## src/rtl/spi_master_ctrl_pkg.sv

```systemverilog
// Shared types for the SPI master: FSM state encoding, command opcodes and a small
// helper used to size the shared wait/gap counter.
package SPI_master_shared_pkg;

  typedef enum logic [2:0] {
    IDLE,
    START,
    SEL,
    SHIFT,
    WAIT,
    RECV,
    GAP
  } SPI_master_state_e;

  localparam logic [1:0] OP_WR_ADDR = 2'b00;
  localparam logic [1:0] OP_WR_DATA = 2'b01;
  localparam logic [1:0] OP_RD_ADDR = 2'b10;
  localparam logic [1:0] OP_RD_DATA = 2'b11;

  function automatic int max2(input int a, input int b);
    return (a > b) ? a : b;
  endfunction

endpackage

```

## src/rtl/spi_master_rx_shreg.sv

```systemverilog
// 8-bit MSB-first MISO deserialiser with a separate output register that captures
// the completed byte, including the bit arriving on the same edge as the load.
module spi_master_rx_shreg (
  input  logic       clk,
  input  logic       rst_n,
  input  logic       miso,
  input  logic       shift_en,
  input  logic       load,
  output logic [7:0] data_out
);

  logic [7:0] sh_q, sh_d;
  logic [7:0] data_q, data_d;

  always_comb begin
    sh_d   = shift_en ? {sh_q[6:0], miso} : sh_q;
    // Loading from sh_d lets the final RECV edge publish all 8 bits at once.
    data_d = load ? sh_d : data_q;
  end

  always_ff @(posedge clk or negedge rst_n) begin
    if (!rst_n) begin
      sh_q   <= 8'h00;
      data_q <= 8'h00;
    end else begin
      sh_q   <= sh_d;
      data_q <= data_d;
    end
  end

  assign data_out = data_q;

endmodule

```

## src/rtl/spi_master_ctrl.sv

```systemverilog
// SPI master: serialises 10-bit commands as SS_n frames on MOSI and, for read-data
// commands, collects the slave's 8-bit reply on MISO after a fixed turnaround.
module spi_master_ctrl
  import SPI_master_shared_pkg::*;
#(
  parameter int RD_LATENCY = 2,
  parameter int IDLE_GAP   = 1
) (
  input  logic       clk,
  input  logic       rst_n,
  input  logic       cmd_valid,
  output logic       cmd_ready,
  input  logic [9:0] cmd_data,
  output logic       SS_n,
  output logic       MOSI,
  input  logic       MISO,
  output logic [7:0] rd_data,
  output logic       rd_valid,
  output logic       busy
);

  localparam int CNT_MAX = max2(RD_LATENCY, IDLE_GAP);
  localparam int CNT_W   = $clog2(CNT_MAX + 1);
  localparam logic [CNT_W-1:0] WAIT_LOAD = CNT_W'(RD_LATENCY - 1);
  localparam logic [CNT_W-1:0] GAP_LOAD  = CNT_W'(IDLE_GAP - 1);

  SPI_master_state_e state_q, state_d;
  logic [9:0]        cmd_q, cmd_d;
  logic [3:0]        bit_cnt_q, bit_cnt_d;
  logic [CNT_W-1:0]  cnt_q, cnt_d;
  logic              ss_n_q, ss_n_d;
  logic              mosi_q, mosi_d;
  logic              cmd_ready_q, cmd_ready_d;
  logic              busy_q, busy_d;
  logic              rd_valid_q, rd_valid_d;
  logic              rx_shift_en;
  logic              rx_load;

  // Outputs are computed for the state being entered, so they register in step with it.
  always_comb begin
    state_d     = state_q;
    cmd_d       = cmd_q;
    bit_cnt_d   = bit_cnt_q;
    cnt_d       = cnt_q;
    ss_n_d      = 1'b0;
    mosi_d      = 1'b0;
    cmd_ready_d = 1'b0;
    busy_d      = 1'b1;
    rd_valid_d  = 1'b0;
    rx_shift_en = 1'b0;
    rx_load     = 1'b0;

    unique case (state_q)
      IDLE: begin
        ss_n_d      = 1'b1;
        cmd_ready_d = 1'b1;
        busy_d      = 1'b0;
        if (cmd_valid && cmd_ready_q) begin
          cmd_d       = cmd_data;
          state_d     = START;
          ss_n_d      = 1'b0;
          cmd_ready_d = 1'b0;
          busy_d      = 1'b1;
        end
      end
      START: begin
        state_d = SEL;
        mosi_d  = cmd_q[9];
      end
      SEL: begin
        state_d   = SHIFT;
        bit_cnt_d = 4'd9;
        mosi_d    = cmd_q[9];
      end
      SHIFT: begin
        if (bit_cnt_q != 4'd0) begin
          bit_cnt_d = bit_cnt_q - 4'd1;
          mosi_d    = cmd_q[bit_cnt_d];
        end else if (cmd_q[9:8] == OP_RD_DATA) begin
          if (RD_LATENCY > 0) begin
            state_d = WAIT;
            cnt_d   = WAIT_LOAD;
          end else begin
            state_d   = RECV;
            bit_cnt_d = 4'd7;
          end
        end else begin
          state_d = GAP;
          ss_n_d  = 1'b1;
          cnt_d   = GAP_LOAD;
        end
      end
      WAIT: begin
        if (cnt_q == '0) begin
          state_d   = RECV;
          bit_cnt_d = 4'd7;
        end else begin
          cnt_d = cnt_q - 1'b1;
        end
      end
      RECV: begin
        rx_shift_en = 1'b1;
        if (bit_cnt_q == 4'd0) begin
          rx_load    = 1'b1;
          rd_valid_d = 1'b1;
          state_d    = GAP;
          ss_n_d     = 1'b1;
          cnt_d      = GAP_LOAD;
        end else begin
          bit_cnt_d = bit_cnt_q - 4'd1;
        end
      end
      GAP: begin
        ss_n_d = 1'b1;
        if (cnt_q == '0) begin
          state_d     = IDLE;
          cmd_ready_d = 1'b1;
          busy_d      = 1'b0;
        end else begin
          cnt_d = cnt_q - 1'b1;
        end
      end
      default: begin
        state_d     = IDLE;
        ss_n_d      = 1'b1;
        cmd_ready_d = 1'b1;
        busy_d      = 1'b0;
      end
    endcase
  end

  always_ff @(posedge clk or negedge rst_n) begin
    if (!rst_n) begin
      state_q     <= IDLE;
      cmd_q       <= 10'h000;
      bit_cnt_q   <= 4'd0;
      cnt_q       <= '0;
      ss_n_q      <= 1'b1;
      mosi_q      <= 1'b0;
      cmd_ready_q <= 1'b1;
      busy_q      <= 1'b0;
      rd_valid_q  <= 1'b0;
    end else begin
      state_q     <= state_d;
      cmd_q       <= cmd_d;
      bit_cnt_q   <= bit_cnt_d;
      cnt_q       <= cnt_d;
      ss_n_q      <= ss_n_d;
      mosi_q      <= mosi_d;
      cmd_ready_q <= cmd_ready_d;
      busy_q      <= busy_d;
      rd_valid_q  <= rd_valid_d;
    end
  end

  spi_master_rx_shreg u_rx_shreg (
    .clk      (clk),
    .rst_n    (rst_n),
    .miso     (MISO),
    .shift_en (rx_shift_en),
    .load     (rx_load),
    .data_out (rd_data)
  );

  assign cmd_ready = cmd_ready_q;
  assign SS_n      = ss_n_q;
  assign MOSI      = mosi_q;
  assign rd_valid  = rd_valid_q;
  assign busy      = busy_q;

endmodule

```

## config.mk

```make
export PLATFORM = sky130hd
export DESIGN_NAME = spi_master_ctrl
export DESIGN_NICKNAME = d
export VERILOG_FILES = /design/src/rtl/spi_master_ctrl_pkg.sv /design/src/rtl/spi_master_rx_shreg.sv /design/src/rtl/spi_master_ctrl.sv
export SDC_FILE = /design/constraint.sdc
export NUM_CORES = 1
export LEC_CHECK = 0
export CAP_MARGIN = 20
export CORE_UTILIZATION = 50
export CTS_BUF_LIST = sky130_fd_sc_hd__clkbuf_4
export DETAILED_ROUTE_END_ITERATION = 6
export PLACE_DENSITY = 0.81
export RECOVER_POWER = 100
export SLEW_MARGIN = 20
export SYNTH_ARGS = -nofsm -noshare
export SYNTH_HDL_FRONTEND = slang
export SYNTH_SLANG_ARGS = --single-unit
```

## constraint.sdc

```tcl
create_clock -name clk -period 4.6 [get_ports clk]
set_input_delay 0.92 -clock clk [delete_from_list [all_inputs] [get_ports clk]]
set_output_delay 0.92 -clock clk [all_outputs]
set_load 0.03 [all_outputs]
```

* After elaboration in Yosys (flattened, before gate mapping)
Cells that the tools add are included.
Widths: inputs -> output; s select.
** Word-level totals
- Register bits :: 40
- Input bits :: 14
- Output and inout bits :: 13
- Word-level logic and storage cells :: 77
** Cells by class
- $add $sub $neg :: 2
- $lt $le $gt $ge :: 1
- Eq/ne operators :: 15
- Muxes and demuxes :: 33
- Reductions and logical operators :: 15
** Operators by type and width (count)
- $pmux 3 s7 :: 1
- $ne 2x2->1 const B :: 8
- $pmux 4 s4 :: 1
- $mux 3 :: 5
- $mux 1 :: 12
- $mux 4 :: 3
- $eq 3x3->1 const B :: 3
- $mux 2 :: 4
- $mux 8 :: 1
- $reduce_and 4->1 :: 2
- $reduce_bool 4->1 :: 2
- $eq 3x2->1 const B :: 2
- $pmux 1 s3 :: 2
- $pmux 2 s3 :: 1
- $lt 4x5->1 const B :: 1
- $reduce_and 5->1 :: 1
- $reduce_or 5->1 :: 1
- $bmux 1 s4 :: 1
- $logic_not 4->1 :: 1
- $pmux 1 s4 :: 1
- $reduce_or 2->1 :: 2
- $sub 4x1->4 const B :: 1
- $eq 3x1->1 const B :: 1
- $logic_not 3->1 :: 1
- 8 further kinds :: 8

* Longest topological paths before layout
Gate-level depths: netlist of run 1.
- Depth after elaboration :: 5
- Mapped depth :: 8
- Mapped depth without buffers :: 6

* Cells and area by module
A second synthesis of run 1 with hierarchy kept.
** Unflattened totals
- Cell total of the unflattened synthesis :: 161
- Area, all modules :: 2023.2 um2
** By module, submodules not included
- spi_master_ctrl :: times used 1, cells an instance 127, area each 1366.3 um2, seq. area each 603.1 um2
- spi_master_rx_shreg :: times used 1, cells an instance 34, area each 656.9 um2, seq. area each 400.4 um2

* Least setup slack after synthesis of run 1
OpenSTA, ideal clock, no wires.
- Kind :: flip-flop to flip-flop
- Start point :: register bit_cnt_q[0]
- End point :: register mosi_q, in the netlist MOSI
- Library setup time :: 125 ps
- Data arrival time :: 1804 ps
- Data required time :: 4475 ps
- Slack :: 2671 ps
- Stages on the path, launching flop included :: 9
- Path buffers :: 2
- Period minus slack after synthesis :: 1929 ps
- Path through :: dfrtp_1 > clkbuf_1 > inv_1 > ha_1 > clkbuf_1 > mux4_2 > or2_0 > a31oi_1 > a21oi_1
** On the way
- Word-level cells in the longest chain between the ends :: 5
- Elaborated cells on any way between the ends :: 6
- Classes of those cells :: add/sub: 1; mux: 4; reduce/logical: 1
** RTL lines
- from (decl) :: line spi_master_ctrl.sv:29 : logic [3:0] bit_cnt_q, bit_cnt_d;
- from (signal assigned) :: line spi_master_ctrl.sv:146 : bit_cnt_q <= bit_cnt_d;
- $sub 4x1->4 :: line spi_master_ctrl.sv:77 : bit_cnt_d = bit_cnt_q - 4'd1;
- $bmux 1 s4 :: line spi_master_ctrl.sv:78 : mosi_d = cmd_q[bit_cnt_d];
- $mux 1 (implied by the code) :: line spi_master_ctrl.sv:78
- $mux 1 (*) :: line spi_master_ctrl.sv:76 : if (bit_cnt_q != 4'd0) begin
- $pmux 1 s2 (*) :: line spi_master_ctrl.sv:53 : unique case (state_q)
- net mosi_d :: line spi_master_ctrl.sv:32 : logic mosi_q, mosi_d;
- to (signal assigned) :: line spi_master_ctrl.sv:149 : mosi_q <= mosi_d;
- to (decl) :: line spi_master_ctrl.sv:32
Mark *: on every way through the listed nets, which the timed path passes. The rest lies on a longest branch. The select of a mux whose other input is x is not followed.
A chain may end at the register's enable or synchronous reset.

* Worst setup path after layout of run 1
- Start point :: register cmd_ready_q, in the netlist cmd_ready
- End point :: output port cmd_ready
** RTL lines
- from (decl) :: line spi_master_ctrl.sv:33 : logic cmd_ready_q, cmd_ready_d;
- from (signal assigned) :: line spi_master_ctrl.sv:150 : cmd_ready_q <= cmd_ready_d;
- to (decl) :: line spi_master_ctrl.sv:12 : output logic cmd_ready,
No word-level cell between the ends.

==> metrics.txt, run 1 <==
First-pass DRT Iterations 4; Clock Pin Slew Worst Setup and Hold Paths 0.12 ns; Num CTS Buffers 5; CP Max Fanout 2; LEAKAGE 0.00101 uW; share of synthesized flip-flops with an asynchronous set or reset 1.00; post-cts repair resize count 0; Rel. slew slack -0.337; met3 wire len 145 um; Yosys cell types 43; H-tree Lvls 2; number of global-route vias before repair 1263; HP Class reg -> reg; status complete, but fails checks; post-synth top area share 0.507; Synth Cell Area 1830 um^2; CTS tree done; cell row count 21; Global Route Usage Sum 0.186; most common cell in the synthesized netlist dfrtp_1; fin. max-slew vios 40; WL final 3.22 mm; Peak Freq 394 MHz; VDD IR-drop max 0.233 mV; Antenna diodes 0; CTS max path bufs 2; met2 WL 1.59 mm; time the worst path needs with I/O delays and setup 2.54 ns; CTS sink count 39; DRT antenna net count 0; Synth Warn # 0; sequential area share after synthesis 0.535; Die Area 3900 um^2; biggest area consumer among synthesized cells dfrtp_1; pwr/cell area 519 nW/um^2; layout cells sized above 1 0.206; gate count after technology mapping 149; area grow syn2layout 16.7%; Post-synth EDFFs 0; # Post-CTS Setup Buffers 0; Setup CP Type reg -> out; Worst path top cell family by delay buffers and inverters; Die Y 62.5 um; vias per cell 5.52; initial core utilization 0.535; Final Hold Viols 0; Fin Clk Skew 0.0106 ns; M1 wire length 1.45 mm; violations in the final reports max-capacitance violations, max-slew violations; Mean Syn Cell Area 12.3 um^2; TNS Setup 0 ns; Die X 62.5 um; global-route wire length before repair 5.67 mm; largest net degree at the start of global routing 40; Final nets 190; DP HPWL 2.28 mm; worst slew pin tran 2.00 ns; DRC viols 0; WP buf/inv 1; MaxCap Viol Count 1; # port buffers 26; CP max stage cell dlygate4sd3_1; final period utilization 0.551; unrepaired setup endpoints after global routing no; WL/cell 14.6 um; # IOs 27; Critical Path RT 3.68 ns; top cells by area, synth dfrtp_1, mux2_2, dfstp_2; via count 1221; #FFs+latches synth 39; startpoint types flop; Top FF cell, synth dfrtp_1; CP arrival 1.62 ns; Core ar. 3420 um^2; Post-synth top cells dfrtp_1, mux2_2, nand2_1, inv_1, nor2_1; worst-path cell chain dlygate4sd3_1; register area 978 um^2; top sig layer met4; CTS Hold Bufs 0; area of the multi-input gates 756 um^2; CTS root buf clkbuf_4; Post-Layout Cell Count 221; Clock Latency Late Sink 0.35 ns; post-synth net total 165; Filler cells 283; # setup viols final 0; Remaining Overflow, GRT 0; Worst path max stage delay 0.73 ns; drt first-iter violations 48; initial antenna violation count 0; RD Place Congestion 0.785; Critical Path Sink Type output port; placed cells 213
flip-flops by register name, indices dropped and copies added (netlist names):
signal	cells
cmd_q	10
u_rx_shreg.data_out	8
u_rx_shreg.sh_q	7
bit_cnt_q	4
state_q	3
cnt_q	2
MOSI	1
SS_n	1
busy	1
cmd_ready	1
rd_valid	1
cells in the final DEF (no fill, tap or decap), drive strengths merged, types with 4 or more instances in the layout:
cell	n
inv	8
a21oi	5
dfrtp	37
clkbuf	7
o21ai	4
nand2	12
dlygate4sd3	14
nor2	6
mux2	29
clkdlybuf4s50	11
report_power, final:
group / leakage [uW] / total, uW / internal (uW) / switching [uW]
Sequential: 0.000497 / 508 / 423 / 85.6
Combinational: 0.000485 / 421 / 209 / 212
Clock: 0.0000317 / 178 / 64.9 / 113
cells by family (layout without fill, tap and decap cells):
family / after synthesis / after routing / synth area share
xor gates and xnor gates: 3 / 3 / 0.0144
DFF: 39 / 39 / 0.535
buffers and inverters: 16 / 42 / 0.0370
muxes: 32 / 32 / 0.204
adders and majority gates: 2 / 2 / 0.0137
and+or+nand+nor: 30 / 30 / 0.0856
AOI/OAI and AO/OA: 27 / 27 / 0.110
worst paths after layout:
path	end	start	slack, ns	depth (start not counted)
max in group asynchronous	cmd_q[8]	rst_n	2.32	1
worst max-delay path	cmd_ready	cmd_ready	2.06	1
min in group asynchronous	cmd_q[3]	rst_n	1.12	1
worst min register to register	cmd_q[1]	cmd_q[1]	0.51	1
worst min-delay path	cmd_q[1]	cmd_q[1]	0.51	1
worst max register to register	bit_cnt_q[3]	bit_cnt_q[0]	2.22	5
final cells by class:
| class | instances | share of cell area |
|---|---|---|
| sequential | 39 | 0.459 |
| multi-input combinational | 94 | 0.354 |
| clock buffer | 6 | 0.0211 |
| clock inverter | 2 | 0.00587 |
| tap | 46 | 0.0270 |
| inverter | 8 | 0.0141 |
| timing repair buffer | 26 | 0.119 |
through the flow:
stage | hold slack, ns | worst slack (ns) | instance area, um^2 | util | power, uW
2_1_floorplan | 0.458 | 2.67 | 1830 | - | 850
3_3_place_gp | 0.469 | 1.95 | 2100 | 0.616 | 930
3_5_place_dp | 0.488 | 1.90 | 2100 | 0.616 | 955
4_1_cts | 0.514 | 2.12 | 2160 | 0.633 | 1130
5_1_grt | 0.537 | 1.91 | 2130 | 0.625 | 1190
6_report | 0.510 | 2.06 | 2130 | 0.625 | 1110
worst register-to-register path, stage by stage (launching register included):
cell and delay [ns]:
dfrtp_1 0.53, inv_1 0.11, ha_1 0.27, and4bb_1 0.28
a211oi_1 0.68, mux2_2 0.41
layer usage:
layer	global-route usage	vias to the layer above
li1	-	574
met1	0.229	606
met2	0.318	35
met3	0.0547	6
met4	0.0523	0
met5	0	-
Note: power is estimated with default switching activity, not from simulation.
==> inputs of run 2 (changes only) <==
--- a/config.mk
+++ b/config.mk
@@ -9,7 +9,7 @@
 export CORE_UTILIZATION = 50
 export CTS_BUF_LIST = sky130_fd_sc_hd__clkbuf_4
 export DETAILED_ROUTE_END_ITERATION = 6
-export PLACE_DENSITY = 0.81
+export PLACE_DENSITY = 0.84
 export RECOVER_POWER = 100
 export SLEW_MARGIN = 20
 export SYNTH_ARGS = -nofsm -noshare
==> constraint.sdc (replaced) <==
create_clock -name clk -period 2.15 [get_ports clk]
set_input_delay 0.43 -clock clk [delete_from_list [all_inputs] [get_ports clk]]
set_output_delay 0.43 -clock clk [all_outputs]
set_load 0.03 [all_outputs]
==> run 2 against run 1 <==
  * The run now ends clean
  * Largest power group unchanged
  * Routed wire length up 4.2%
  * Largest cell class unchanged
  * Utilization up 1.7 points
  * Non-clock buffer count up 3
==> metrics.txt, run 2 (synthesized netlist as in run 1, its figures left out) <==
status complete, no violations; CP startpoint cmd_ready; Global Route Usage Sum 0.197; Worst path top cell family by delay buffers and inverters; Fin Clk Skew 0.00492 ns; Antenna diodes 0; DP HPWL 2.38 mm; Die X 62.5 um; r2r startpoint bit_cnt_q[0]; final period utilization 0.951; Die Area 3900 um^2; most frequent cells in the layout dfrtp_1, mux2_2, dlygate4sd3_1; initial antenna violation count 0; Filler cells 260; time the worst path needs with I/O delays and setup 2.05 ns; # Post-CTS Setup Buffers 0; CTS sink count 39; # port buffers 26; CP arrival 1.62 ns; VDD IR-drop max 0.569 mV; CTS Hold Bufs 0; Rel. slew slack 0.449; Peak Freq 489 MHz; HP Class in -> async; Worst path max stage delay 0.73 ns; LEAKAGE 0.00104 uW; CTS max path bufs 2; Crit path depth 1; Die Y 62.5 um; Clock Latency Late Sink 0.35 ns; Num CTS Buffers 5; pwr/cell area 1160 nW/um^2; fin. max-slew vios 0; CTS tree done; WL final 3.35 mm; Biggest register cmd_q; RD Place Congestion 0.848; DRC viols 0; DRT antenna net count 0; reg2reg setup slack 0.18 ns; # IOs 27; cell row count 21; WL/cell 15.0 um; Critical Path RT 1.72 ns; largest net degree at the start of global routing 40; initial core utilization 0.535; layout cells sized above 1 0.236; Final Hold Viols 0; Final nets 193; CP Max Fanout 2; area grow syn2layout 19.8%; unrepaired setup endpoints after global routing no; Remaining Overflow, GRT 0; worst r2r dst cnt_q[0]; max reg flops 10; worst-path cell chain dlygate4sd3_1; Core Util, Final 0.641; drt first-iter violations 49; post-cts repair resize count 0; TNS Setup 0 ns; commonest non-fill, non-tap cell in the layout dfrtp_1; MaxCap Viol Count 0; worst slew pin tran 0.827 ns; global-route wire length before repair 5.84 mm; Clock Pin Slew Worst Setup and Hold Paths 0.11 ns; startpoint types flop; Worst Setup EP cmd_ready; CP max stage cell dlygate4sd3_1; CTS root buf clkbuf_4; WP buf/inv 1; H-tree Lvls 2; # setup viols final 0; First-pass DRT Iterations 4; Core ar. 3420 um^2; Critical Path Sink Type output port; via count 1246; number of global-route vias before repair 1279; Setup CP Type reg -> out; R2R depth 6; vias per cell 5.56
-- run 2: area by class of cell --
class / count / area [um^2] / share of cell area
clock buffer: 7 / 52.6 / 0.0240
clock inverter: 1 / 30.0 / 0.0137
inverter: 8 / 30.0 / 0.0137
multi-input combinational: 94 / 771 / 0.352
sequential: 39 / 978 / 0.447
tap: 46 / 57.6 / 0.0263
timing repair buffer: 29 / 272 / 0.124
-- run 2: metrics by stage --
stage	power (uW)	instances	hold slack (ns)	instance area [um^2]	worst slack [ns]
5_1_grt	2710	224	0.213	2190	0.0590
4_1_cts	2590	224	0.184	2210	0.152
2_1_floorplan	1820	149	0.134	1830	0.221
3_3_place_gp	2020	216	0.476	2130	0.289
3_5_place_dp	2080	216	0.479	2130	0.184
6_report	2550	224	0.163	2190	0.105
-- run 2: worst min-delay path by stage --
| stage | cells after the start | from | end |
|---|---|---|---|
| after global routing | 1 | rst_n | cmd_q[1] |
| after floorplan | 0 | rst_n | MOSI |
| after detailed placement | 1 | cmd_q[1] | cmd_q[1] |
| after CTS | 1 | rst_n | u_rx_shreg.sh_q[5] |
| after global placement | 1 | cmd_q[1] | cmd_q[1] |
| final | 1 | rst_n | cmd_q[1] |
-- run 2: metal layers --
| metal | vias to the layer above | GRT usage | part of all wire |
|---|---|---|---|
| li1 | 582 | - | - |
| met2 | 41 | 0.327 | 0.50 |
| met5 | - | 0 | 0 |
| met3 | 9 | 0.0566 | 0.050 |
| met1 | 614 | 0.235 | 0.43 |
| met4 | 0 | 0.0930 | 0.022 |
-- run 2: power by group --
| group | switching, uW | total, uW | internal, uW |
|---|---|---|---|
| clock network | 231 | 503 | 272 |
| logic | 518 | 986 | 468 |
| registers | 157 | 1060 | 906 |
==> inputs of run 3 (changes only) <==
--- a/config.mk
+++ b/config.mk
@@ -6,6 +6,7 @@
 export NUM_CORES = 1
 export LEC_CHECK = 0
 export CAP_MARGIN = 20
+export CORE_MARGIN = 2
 export CORE_UTILIZATION = 50
 export CTS_BUF_LIST = sky130_fd_sc_hd__clkbuf_4
 export DETAILED_ROUTE_END_ITERATION = 6
==> run 3 against run 2 <==
  * Global-route usage decreased by 1.0 points
  * Highest routed layer unchanged
  * Routed wire length decreased by 2.1%
  * The run now ends with max-capacitance violations, max-slew violations left
  * Die area up 6.5%
  * Critical path depth unchanged
==> metrics.txt, run 3 (synthesized netlist as in run 1, its figures left out) <==
status complete, but fails checks; violations in the final reports max-capacitance violations, max-slew violations; most frequent cells in the layout dfrtp_1, mux2_2, dlygate4sd3_1; Global Route Usage Sum 0.187; Clock Pin Slew Worst Setup and Hold Paths 0.12 ns; CTS max path bufs 2; # port buffers 26; DP HPWL 2.40 mm; Clock Latency Late Sink 0.35 ns; Critical Path Sink Type output port; # Post-CTS Setup Buffers 0; DRT antenna net count 0; LEAKAGE 0.00103 uW; Die Y 64.5 um; Hold Crit Depth 1; area grow syn2layout 18.8%; VDD IR-drop max 0.580 mV; number of global-route vias before repair 1267; Fin Clk Skew 0.00564 ns; Peak Freq 487 MHz; CTS Hold Bufs 0; cell row count 21; HP Class reg -> reg; Remaining Overflow, GRT 0; Setup CP Type reg -> out; CP max stage cell dlygate4sd3_1; worst slew pin tran 1.93 ns; time the worst path needs with I/O delays and setup 2.05 ns; commonest non-fill, non-tap cell in the layout dfrtp_1; RD Place Congestion 0.866; worst hold margin 0.512 ns; WL/cell 14.6 um; reg2reg setup slack 0.18 ns; Rel. slew slack -0.286; Num CTS Buffers 5; CTS root buf clkbuf_4; H-tree Lvls 2; CP Max Fanout 2; layout cells sized above 1 0.236; Worst path max stage delay 0.73 ns; Critical Path RT 1.72 ns; Filler cells 280; pwr/cell area 1120 nW/um^2; Crit path depth 1; Die X 64.5 um; final period utilization 0.955; post-cts repair resize count 0; initial core utilization 0.535; First-pass DRT Iterations 4; unrepaired setup endpoints after global routing no; # setup viols final 0; Antenna diodes 0; Final nets 193; WL final 3.28 mm; TNS Setup 0 ns; fin. max-slew vios 40; Final Hold Viols 0; via count 1235; worst-path cell chain dlygate4sd3_1; Core ar. 3420 um^2; worst r2r dst cnt_q[0]; Pwr Total 2430 uW; CTS sink count 39; WP buf/inv 1; Worst path top cell family by delay buffers and inverters; R2R depth 6; drt first-iter violations 50; max reg flops 10; r2r startpoint bit_cnt_q[0]; initial antenna violation count 0; min-delay src cmd_q[1]; startpoint types flop; CTS tree done; DRC viols 0; # IOs 27; vias per cell 5.51; MaxCap Viol Count 1; CP arrival 1.62 ns; Biggest register cmd_q; Hold EP cmd_q[1]; global-route wire length before repair 5.93 mm; Die Area 4160 um^2; largest net degree at the start of global routing 40
run 3: cell types whose count changed in the layout (fill, tap and decap cells not counted), sizes merged:
| cell | delta |
|---|---|
| clkbuf | -2 |
| bufinv | -1 |
| clkinvlp | +2 |
| inv | +1 |
run 3: power by group:
group | internal [uW] | leakage (uW) | switching [uW] | total [uW]
sequential | 905 | 0.000497 | 162 | 1070
clock | 131 | 0.0000278 | 259 | 389
combinational | 474 | 0.000502 | 500 | 973
run 3: per-layer routing:
metal | track usage | wire length [um] | up-vias | share of wire
met5 | 0 | 0 | - | 0
met2 | 0.299 | 1680 | 27 | 0.51
met3 | 0.0590 | 139 | 3 | 0.042
li1 | - | - | 582 | -
met1 | 0.242 | 1430 | 623 | 0.44
met4 | 0.0612 | 30 | 0 | 0.0091
run 3: worst max path at each step:
| stage | slack [ns] | startpoint | endpoint |
|---|---|---|---|
| after floorplan | 0.22 | bit_cnt_q[0] | MOSI |
| after global placement | 0.28 | bit_cnt_q[0] | cnt_q[1] |
| after detailed placement | 0.20 | bit_cnt_q[0] | cnt_q[0] |
| after CTS | 0.14 | SS_n | SS_n |
| after global routing | 0.03 | bit_cnt_q[0] | cnt_q[0] |
| final | 0.1 | cmd_ready | cmd_ready |
run 3: final cells by class:
cell class | instances | area [um^2] | area share
Sequential cell | 39 | 978 | 0.450
Multi-Input combinational cell | 94 | 771 | 0.355
Timing Repair Buffer | 29 | 274 | 0.126
Tap cell | 46 | 57.6 | 0.0265
Clock buffer | 5 | 37.5 | 0.0173
Inverter | 8 | 30.0 | 0.0138
Clock inverter | 3 | 23.8 | 0.0109
run 3: per-stage QoR:
stage          setup slack, ns  cells  area [um^2]   util
2_1_floorplan            0.221    149         1830      -
6_report                0.0974    224         2170  0.636
4_1_cts                  0.138    224         2190  0.640
3_5_place_dp             0.201    216         2130  0.622
3_3_place_gp             0.285    216         2130  0.622
5_1_grt                 0.0339    224         2170  0.636
